### config.mk
export PLATFORM = sky130hd
export DESIGN_NAME = nobl_rd_sched
export DESIGN_NICKNAME = d
export VERILOG_FILES = /design/src/rtl/nobl_pkg.sv /design/src/rtl/nobl_credit_ctr.sv /design/src/rtl/nobl_rd_sched.sv
export SDC_FILE = /design/constraint.sdc
export NUM_CORES = 1
export LEC_CHECK = 0
export ABC_AREA = 1
export BUFFER_PORTS_ARGS = -buffer_cell sky130_fd_sc_hd__buf_2
export CAP_MARGIN = 20
export CORE_MARGIN = 5
export CORE_UTILIZATION = 45
export CTS_CLUSTER_SIZE = 12
export DETAILED_ROUTE_END_ITERATION = 6
export GPL_ROUTABILITY_DRIVEN = 0
export PLACE_DENSITY = 0.75
export SYNTH_ARGS = -nofsm -noshare
export SYNTH_HDL_FRONTEND = slang
export SYNTH_SLANG_ARGS = --single-unit
### constraint.sdc
create_clock -name clk -period 2.25 [get_ports clk]
set_input_delay 0.225 -clock clk [delete_from_list [all_inputs] [get_ports clk]]
set_output_delay 0.225 -clock clk [all_outputs]
set_load 0.01 [all_outputs]
### src/rtl/nobl_pkg.sv
// Shared definitions for the NoBL SRAM FIFO read path: scheduler state
// encoding, channel count and the default sizing shared with nobl_fifo.
package nobl_pkg;

    typedef enum logic [1:0] {
        ST_IDLE  = 2'd0,
        ST_ISSUE = 2'd1,
        ST_GAP   = 2'd2
    } state_e;

    localparam int NCH              = 2;
    localparam int CREDITS_DEF      = 8;
    localparam int MAX_INFLIGHT_DEF = 6;
    localparam int GAP_DEF          = 1;
    localparam int CW_DEF           = 4;

    // One-hot strobe vector for a granted channel index.
    function automatic logic [NCH-1:0] ch_onehot(input logic ch);
        logic [NCH-1:0] v;
        if (ch) begin
            v = 2'b10;
        end else begin
            v = 2'b01;
        end
        return v;
    endfunction

endpackage

### src/rtl/nobl_credit_ctr.sv
// Saturating up/down counter. An increment at MAX or a decrement at zero
// raises a one-cycle error pulse; a simultaneous increment and decrement
// always leaves the count unchanged.
module nobl_credit_ctr #(
    parameter int W    = 4,
    parameter int MAX  = 8,
    parameter int INIT = 0
) (
    input  logic         clk,
    input  logic         rst,
    input  logic         i_inc,
    input  logic         i_dec,
    output logic [W-1:0] o_cnt,
    output logic         o_ovf,
    output logic         o_unf
);

    localparam logic [W-1:0] LP_MAX  = W'(MAX);
    localparam logic [W-1:0] LP_INIT = W'(INIT);

    logic [W-1:0] r_cnt;
    logic [W-1:0] w_cnt_nxt;
    logic         w_ovf;
    logic         w_unf;

    // Next count with saturation at both ends.
    always_comb begin
        w_ovf     = i_inc && (r_cnt == LP_MAX);
        w_unf     = i_dec && (r_cnt == {W{1'b0}});
        w_cnt_nxt = r_cnt;
        if (i_inc && !i_dec && !w_ovf) begin
            w_cnt_nxt = r_cnt + {{(W-1){1'b0}}, 1'b1};
        end else if (i_dec && !i_inc && !w_unf) begin
            w_cnt_nxt = r_cnt - {{(W-1){1'b0}}, 1'b1};
        end else begin
            w_cnt_nxt = r_cnt;
        end
    end

    // Count register.
    always_ff @(posedge clk) begin
        if (rst) begin
            r_cnt <= LP_INIT;
        end else begin
            r_cnt <= w_cnt_nxt;
        end
    end

    assign o_cnt = r_cnt;
    assign o_ovf = w_ovf;
    assign o_unf = w_unf;

endmodule

### src/rtl/nobl_rd_sched.sv
// Credit-based round-robin read scheduler for the dual-channel NoBL SRAM
// FIFO. A read strobe is only raised when the target downstream buffer has a
// free credit and the in-flight limit has room; each accepted read is
// followed by GAP idle cycles to leave SRAM write slots.
// Optional: define NOBL_RD_SCHED_STATS_EN for per-channel accepted-read
// counters (i_stat_clr, o_stat_rd_0, o_stat_rd_1).
module nobl_rd_sched
    import nobl_pkg::*;
#(
    parameter int CREDITS      = CREDITS_DEF,
    parameter int MAX_INFLIGHT = MAX_INFLIGHT_DEF,
    parameter int GAP          = GAP_DEF,
    parameter int CW           = CW_DEF
) (
    input  logic              clk,
    input  logic              rst,
    input  logic              i_en,
    input  logic [NCH-1:0]    i_fifo_nonempty,
    input  logic [NCH-1:0]    i_rd_accept,
    input  logic [NCH-1:0]    i_rd_valid,
    input  logic [NCH-1:0]    i_dn_pop,
`ifdef NOBL_RD_SCHED_STATS_EN
    input  logic              i_stat_clr,
    output logic [31:0]       o_stat_rd_0,
    output logic [31:0]       o_stat_rd_1,
`endif
    output logic [NCH-1:0]    o_read_strobe,
    output logic [NCH*CW-1:0] o_credits,
    output logic [CW-1:0]     o_inflight,
    output logic              o_err
);

    localparam logic [CW-1:0] LP_MAX_INFL = CW'(MAX_INFLIGHT);

    state_e         r_state;
    state_e         w_state_nxt;
    logic           r_gnt;
    logic           w_gnt_nxt;
    logic           r_last_gnt;
    logic [1:0]     r_gap_cnt;
    logic [1:0]     w_gap_cnt_nxt;
    logic           r_err;

    logic [CW-1:0]  w_cred [NCH];
    logic [NCH-1:0] w_cred_ovf;
    logic [NCH-1:0] w_cred_unf;
    logic [CW-1:0]  w_inflight;
    logic           w_infl_ovf;
    logic           w_infl_unf;

    logic [NCH-1:0] w_strobe;
    logic [NCH-1:0] w_acc;
    logic [NCH-1:0] w_spur;
    logic [NCH-1:0] w_elig;
    logic           w_any_acc;

    // Strobe is a pure decode of registered state; accepts only count when
    // they land on the strobed channel.
    always_comb begin
        if (r_state == ST_ISSUE) begin
            w_strobe = ch_onehot(r_gnt);
        end else begin
            w_strobe = 2'b00;
        end
        w_acc     = w_strobe & i_rd_accept;
        w_spur    = i_rd_accept & ~w_strobe;
        w_any_acc = |w_acc;
    end

    // Per-channel eligibility from registered counters.
    always_comb begin
        for (int c = 0; c < NCH; c++) begin
            w_elig[c] = i_en && i_fifo_nonempty[c] && (w_cred[c] != {CW{1'b0}})
                        && (w_inflight < LP_MAX_INFL);
        end
    end

    // Free-credit counter per downstream buffer.
    for (genvar g = 0; g < NCH; g++) begin : g_cred
        nobl_credit_ctr #(
            .W   (CW),
            .MAX (CREDITS),
            .INIT(CREDITS)
        ) u_cred (
            .clk  (clk),
            .rst  (rst),
            .i_inc(i_dn_pop[g]),
            .i_dec(w_acc[g]),
            .o_cnt(w_cred[g]),
            .o_ovf(w_cred_ovf[g]),
            .o_unf(w_cred_unf[g])
        );
    end

    // Outstanding SRAM reads across both channels.
    nobl_credit_ctr #(
        .W   (CW),
        .MAX (MAX_INFLIGHT),
        .INIT(0)
    ) u_inflight (
        .clk  (clk),
        .rst  (rst),
        .i_inc(w_any_acc),
        .i_dec(|i_rd_valid),
        .o_cnt(w_inflight),
        .o_ovf(w_infl_ovf),
        .o_unf(w_infl_unf)
    );

    // Next-state, grant selection and gap counting.
    always_comb begin
        w_state_nxt   = r_state;
        w_gnt_nxt     = r_gnt;
        w_gap_cnt_nxt = r_gap_cnt;
        case (r_state)
            ST_IDLE: begin
                if (|w_elig) begin
                    w_state_nxt = ST_ISSUE;
                    if (&w_elig) begin
                        w_gnt_nxt = ~r_last_gnt;
                    end else begin
                        w_gnt_nxt = w_elig[1];
                    end
                end else begin
                    w_state_nxt = ST_IDLE;
                end
            end
            ST_ISSUE: begin
                if (w_acc[r_gnt]) begin
                    if (GAP == 0) begin
                        w_state_nxt = ST_IDLE;
                    end else begin
                        w_state_nxt   = ST_GAP;
                        w_gap_cnt_nxt = 2'd0;
                    end
                end else if (!w_elig[r_gnt]) begin
                    w_state_nxt = ST_IDLE;
                end else begin
                    w_state_nxt = ST_ISSUE;
                end
            end
            ST_GAP: begin
                if (int'(r_gap_cnt) + 1 >= GAP) begin
                    w_state_nxt = ST_IDLE;
                end else begin
                    w_gap_cnt_nxt = r_gap_cnt + 2'd1;
                end
            end
            default: begin
                w_state_nxt = ST_IDLE;
            end
        endcase
    end

    // Scheduler registers; last_gnt moves only when a read is accepted.
    always_ff @(posedge clk) begin
        if (rst) begin
            r_state    <= ST_IDLE;
            r_gnt      <= 1'b0;
            r_last_gnt <= 1'b1;
            r_gap_cnt  <= 2'd0;
        end else begin
            r_state   <= w_state_nxt;
            r_gnt     <= w_gnt_nxt;
            r_gap_cnt <= w_gap_cnt_nxt;
            if (w_any_acc) begin
                r_last_gnt <= r_gnt;
            end else begin
                r_last_gnt <= r_last_gnt;
            end
        end
    end

    // Sticky protocol-error flag.
    always_ff @(posedge clk) begin
        if (rst) begin
            r_err <= 1'b0;
        end else begin
            r_err <= r_err | (|w_cred_ovf) | (|w_cred_unf) | w_infl_ovf
                     | w_infl_unf | (|w_spur);
        end
    end

`ifdef NOBL_RD_SCHED_STATS_EN
    logic [31:0] r_stat_0;
    logic [31:0] r_stat_1;

    // Wrapping accepted-read counters per channel.
    always_ff @(posedge clk) begin
        if (rst || i_stat_clr) begin
            r_stat_0 <= 32'd0;
            r_stat_1 <= 32'd0;
        end else begin
            r_stat_0 <= r_stat_0 + {31'd0, w_acc[0]};
            r_stat_1 <= r_stat_1 + {31'd0, w_acc[1]};
        end
    end

    assign o_stat_rd_0 = r_stat_0;
    assign o_stat_rd_1 = r_stat_1;
`endif

    assign o_read_strobe = w_strobe;
    assign o_credits     = {w_cred[1], w_cred[0]};
    assign o_inflight    = w_inflight;
    assign o_err         = r_err;

endmodule

-- Yosys cells after proc, flatten, opt, wreduce, memory -nomap -nowiden
Cells that the tools add are included.
- register bits after elaboration: 19
- bits of input ports: 11
- output and inout bits: 15
- word-level logic and storage cells: 112
- $add $sub $neg: 8
- order comparisons: 3
- equality and inequality tests: 8
- muxes and demuxes: 21
- bitwise logic cells: 9
- reduce and logical (&&, ||, !) cells: 55
- operators by type and width (cell ; count):
    $logic_and 1x1->1 ; 24
    $mux 4 ; 6
    $add 4x1->4 const B ; 3
    $logic_not 1->1 ; 12
    $logic_not 4->1 ; 3
    $mux 2 ; 6
    $reduce_or 2->1 ; 6
    $sub 4x1->4 const B ; 3
    $eq 4x4->1 const B ; 2
    $reduce_bool 2->1 ; 4
    $reduce_bool 4->1 ; 2
    $mux 1 ; 7
    $pmux 2 s3 ; 1
    $or 1x1->1 ; 5
    $and 2x2->2 ; 2
    $eq 4x3->1 const B ; 1
    $lt 4x3->1 const B ; 1
    $ne 2x2->1 const B ; 2
    $pmux 2 s2 ; 1
    $reduce_and 2->1 ; 2
    $add 2x1->3 const B ; 1
    $ge 3x1->1 const B ; 1
    $reduce_and 3->1 ; 1
    $add 2x1->2 const B ; 1
    7 further kinds ; 7

-- Logic depth before layout (Yosys ltp)
- depth after elaboration: 9
- gate-level depth with buffers: 15
- depth with buffers taken out: 15

-- Hierarchy
Synthesis repeated with hierarchy kept, for this count alone.
- cells, all modules: 220
- area total of the unflattened synthesis: 1540.2 um2
- modules (own cells, without submodules) (module ; instances ; cells an instance ; area each (um2) ; seq. area each (um2)):
    nobl_credit_ctr at g_cred[0].u_cred ... ; 2 ; 46 ; 327.8 ; 80.1
    nobl_rd_sched ; 1 ; 84 ; 554.3 ; 140.1
    nobl_credit_ctr at u_inflight ; 1 ; 44 ; 330.3 ; 80.1

-- Worst setup path before layout
OpenSTA, ideal clock, no wires.
- path kind: register -> register
- from: reg r_state[1]
- to: reg g_cred[1].u_cred.r_cnt[3]
- library setup time: 120 ps
- arrival time: 1977 ps
- data required time: 2130 ps
- slack: 152 ps
- stages on the path, launching flop included: 16
- path buffers: 0
- period minus slack after synthesis: 2098 ps
- cell sequence: dfxtp_1 > inv_1 > ha_1 > nand3_2 > nand2_1 > nor2_1 > inv_2 > ha_1 > nand2_1 > inv_1 > o21ai_0 > nand2_1 > o21ai_1 > nand2_1 > nand2_1 > nand3_1
- longest elaborated chain between the ends: 7
- elaborated cells between the ends (all ways): 12
- classes of those cells: 1 x eq/ne; 2 x mux; 1 x bitwise; 8 x reduce/logical
- ends and longest elaborated chain (what ; RTL line ; RTL):
    start: declaration ; nobl_rd_sched.sv:35 ; state_e r_state;
    start signal: assignment ; nobl_rd_sched.sv:163 ; r_state <= w_state_nxt;
    $eq 2x1->1 (*) ; nobl_rd_sched.sv:60 ; if (r_state == ST_ISSUE) begin
    $mux 2 (*) ; nobl_rd_sched.sv:60 ;
    $and 2x2->2 (*) ; nobl_rd_sched.sv:65 ; w_acc = w_strobe & i_rd_accept;
    $logic_not 1->1 or $logic_and 1x1->1 (tied branches) ; nobl_credit_ctr.sv:31, nobl_credit_ctr.sv:29 ;
    $logic_and 1x1->1 or $logic_not 1->1 (tied branches) ; nobl_credit_ctr.sv:31, nobl_credit_ctr.sv:33 ;
    $logic_and 1x1->1, on equally long branches ; nobl_credit_ctr.sv:31, nobl_credit_ctr.sv:33 ;
    $mux 4 or $reduce_bool 2->1 (tied branches) ; n/a ;
    end signal: assignment ; nobl_credit_ctr.sv:45 ; r_cnt <= w_cnt_nxt;
    end: declaration ; nobl_credit_ctr.sv:21 ; logic [W-1:0] r_cnt;
Mark *: on every way between the ends. The rest lies on a longest branch, timed or not.
A chain may end at the register's enable or synchronous reset.

-- Worst setup path in the final report
- from: reg r_state[1]
- to: reg u_inflight.r_cnt[3] (netlist: u_inflight.o_cnt[3])
- longest elaborated chain between the ends: 8
- elaborated cells between the ends (all ways): 13
- classes of those cells: 1 x eq/ne; 2 x mux; 1 x bitwise; 9 x reduce/logical
- ends and longest elaborated chain (what ; RTL line ; RTL):
    $eq 2x1->1 (*) ; nobl_rd_sched.sv:60 ;
    $mux 2 (*) ; nobl_rd_sched.sv:60 ;
    $and 2x2->2 (*) ; nobl_rd_sched.sv:65 ;
    $reduce_or 2->1 (*) ; nobl_rd_sched.sv:67 ; w_any_acc = |w_acc;
    $logic_and 1x1->1 or $logic_not 1->1 (tied branches) ; nobl_credit_ctr.sv:28, nobl_credit_ctr.sv:33 ;
    $logic_not 1->1 or $logic_and 1x1->1 (tied branches) ; nobl_credit_ctr.sv:31, nobl_credit_ctr.sv:33 ;
    $logic_and 1x1->1, on equally long branches ; nobl_credit_ctr.sv:31, nobl_credit_ctr.sv:33 ;
    $mux 4 or $reduce_bool 2->1 (tied branches) ; n/a ;
    end signal: assignment ; nobl_credit_ctr.sv:45 ;
    end: declaration ; nobl_credit_ctr.sv:21 ;
Marked as above.

==> reports/results.txt <==
Reg2Reg Depth = 16
detailed-router iteration count before antenna repair = 4
Detailed Route Iter0 Violations = 103
via density per instance = 5.06
Floorplan Core Area = 2810 um^2
share of the synthesized netlist area taken by xor and xnor gates = 0.0196
final antenna diode count = 0
area added between synthesis and finish = 19.8%
class of the tightest hold or removal check = in -> reg
WL final = 2810 um
die footprint = 4180 um^2
Final Hold Vio Count = 0
vias after detailed routing = 1286
slew at the pin closest to its max-slew limit = 352 ps
initial antenna violation count = 0
Reg clk slew, reported paths = 110 ps
number of pins exceeding their max-slew limit in the final report = 0
post-synthesis instance area = 1340 um^2
number of distinct library cell variants in the gate-level netlist after synthesis = 24
number of fill cells = 275
worst slew margin relative to its limit = 0.765
final setup margin = 179 ps
multiplexer share of the synthesized area = 0
startpoint of the most critical hold path = rst
f_max = 0.483 GHz
final worst-path cycle share = 0.920
Mapped Cells = 191
largest fanout on the critical path = 6
design internal power = 0.984 mW
latest clock arrival within the worst-skew pair = 290 ps
required time reported for the critical path endpoint = 2490 ps
total number of clock tree sinks = 19
width of the die = 64.6 um
Top Ports = 26
Sw Share = 0.471
number of clock buffers inserted by TritonCTS = 3
time the worst path needs with I/O delays and setup = 2070 ps
maximum level of the CTS H-tree = 1
layout cell share with drive strength beyond 1 = 0.233
HPWL Detailed = 2230 um
Port Buffers = 25
flip-flop and latch count after synthesis = 19
net count after synthesis = 217
post-route clock skew = 3.82 ps
via count of the first global-routing pass = 1148
outcome = completed
sequential-to-total area share from yosys stat = 0.283
share of total power in combinational logic = 0.604
Worst Setup Path Type = reg -> reg
endpoint of the most critical register-to-register path = u_inflight.o_cnt[3]
cell depth of the worst hold path = 2
area share of fa/ha/maj cells after synthesis = 0.157
Starting Density = 0.479
Setup Total Neg Slack = 0 ps
FF-to-FF Start = r_state[1]
endpoint type of the worst setup path = flop
first-pass GRT wire length = 4890 um
warning count from the yosys run = 0
setup slack of the worst register-to-register path = 180 ps
dominant combinational cell family by area after synthesis = simple AND/OR/NAND/NOR gates
Clk network pwr share = 0.094
setup slack at placement = 10.6 ps
number of routed nets with antenna violations = 0
post-layout net count = 250
largest net degree at the start of global routing = 12
category of the worst setup path launch point = flop
simple-gate portion of the synthesized area = 0.335
number of rows created at floorplan = 19
overflow left after global routing = 0
DRC viols = 0
root buf cell = clkbuf_4
Post-Synthesis Mean Instance Area = 7.03 um^2
power per unit of standard cell area = 1160 nW/um^2
static leakage = 0.830 nW
maximum clock path buffer count = 2
fraction of power consumed by sequential logic = 0.302
TritonCTS clock tree = built
worst vdd rail ir drop = 650 uV
Endpoint, Worst Hold = g_cred[0].u_cred.o_cnt[1]
average routed wire per standard cell = 11.1 um
Final Setup Violations = 0
aggregate global-route resource usage = 0.142
critical path data arrival time = 2310 ps
die extent in y = 64.6 um
unrepaired setup endpoints after global routing = false
number of max-cap violations = 0
P_sw = 0.877 mW
Compound-Gate Fraction of Synth Area = 0.119
[power by group through the flow]
stage | Clock [mW] | Sequential, mW | Combinational (mW)
2_1_floorplan | 0 | 0.602 | 0.737
3_3_place_gp | 0 | 0.561 | 1.05
3_5_place_dp | 0 | 0.563 | 1.07
4_1_cts | 0.178 | 0.555 | 1.08
5_1_grt | 0.195 | 0.587 | 1.29
6_report | 0.176 | 0.561 | 1.12
[cell usage after synthesis, drive strengths merged]
cell type	instances	area [um^2]
nand2	47	199
inv	28	105
nand3	24	153
dfxtp	19	380
nor2	19	73.8
a21oi	18	90.1
ha	12	150
o21ai	9	45.0
fa	3	60.1
xnor2	3	26.3
nand4	2	12.5
a211oi	1	7.51
a21o	1	7.51
buf	1	7.51
clkbuf	1	3.75
nor3	1	5.00
o22a	1	10.0
or2	1	6.26
[cell type report]
| class | count | area (um^2) | share of cell area |
|---|---|---|---|
| clock buffer | 4 | 26.3 | 0.0163 |
| inverter | 28 | 105 | 0.0654 |
| multi-input combinational | 142 | 893 | 0.556 |
| sequential | 19 | 382 | 0.237 |
| tap | 31 | 38.8 | 0.0241 |
| timing repair buffer | 30 | 163 | 0.101 |
[cell families after synthesis]
family                     after synthesis
AOI/OAI and AO/OA                       30
xor gates and xnor gates                 3
adders and majority gates               15
buffers and inverters                   30
DFF                                     19
and+or+nand+nor                         94
[layer usage]
metal  track usage  vias to the layer above  part of all wire
met2         0.235                       28              0.45
met5             0                        -                 0
met3        0.0276                        2             0.062
li1              -                      683                 -
met1         0.193                      573              0.49
met4        0.0317                        0            0.0053
[cell usage in the layout (no fill, tap or decap), drive strengths merged, types with 3 or more instances in the layout]
master and instances:
nand2 47, buf 30, inv 28, nand3 24
dfxtp 19, nor2 19, a21oi 18, ha 12
o21ai 9, clkbuf 4, xnor2 3, fa 3
[flip-flops by register name, summed over array words and instances, names as in the netlist]
name and count:
g_cred.u_cred.o_cnt 8, u_inflight.o_cnt 4, r_gap_cnt 2, r_state 2, o_err 1, r_gnt 1
r_last_gnt 1
[worst max-delay path: stages, from the launching register on]
cell	delay, ps
dfxtp_2	350
inv_1	100
ha_4	160
buf_4	140
nand3_4	110
nand2_4	120
nand2_4	100
ha_1	300
nand2_1	60
inv_1	40
a21oi_2	140
inv_1	60
nand2_1	80
nand3_2	80
nand2_1	60
nand2_1	40
nor2_1	80
[how the worst max path moves through the flow]
stage / startpoint / endpoint / slack [ps] / cells after the start
floorplan: r_state[1] / g_cred[1].u_cred.o_cnt[3] / 150 / 15
global placement: r_state[1] / g_cred[1].u_cred.o_cnt[3] / 130 / 15
detailed placement: r_state[1] / g_cred[1].u_cred.o_cnt[3] / 10 / 15
CTS: r_state[1] / g_cred[1].u_cred.o_cnt[3] / 60 / 15
global route: r_state[1] / u_inflight.o_cnt[3] / 6 / 16
finish: r_state[1] / u_inflight.o_cnt[3] / 180 / 16
[timing repair]
action,4_1_cts,5_1_grt
setup endpoints to repair,1,3
resized for setup,1,9
hold buffers,0,0
buffers inserted,0,1
pin swaps,0,2
[through the flow]
stage	instance area, um^2	util	hold WS [ps]	power [mW]	std cells
after global routing	1610	0.573	246	2.07	254
after global placement	1530	0.544	452	1.61	249
after floorplan	1340	-	429	1.34	191
after detailed placement	1530	0.544	448	1.64	249
after CTS	1550	0.553	233	1.82	253
final	1610	0.573	227	1.86	254
(Power assumes the default switching activity.)
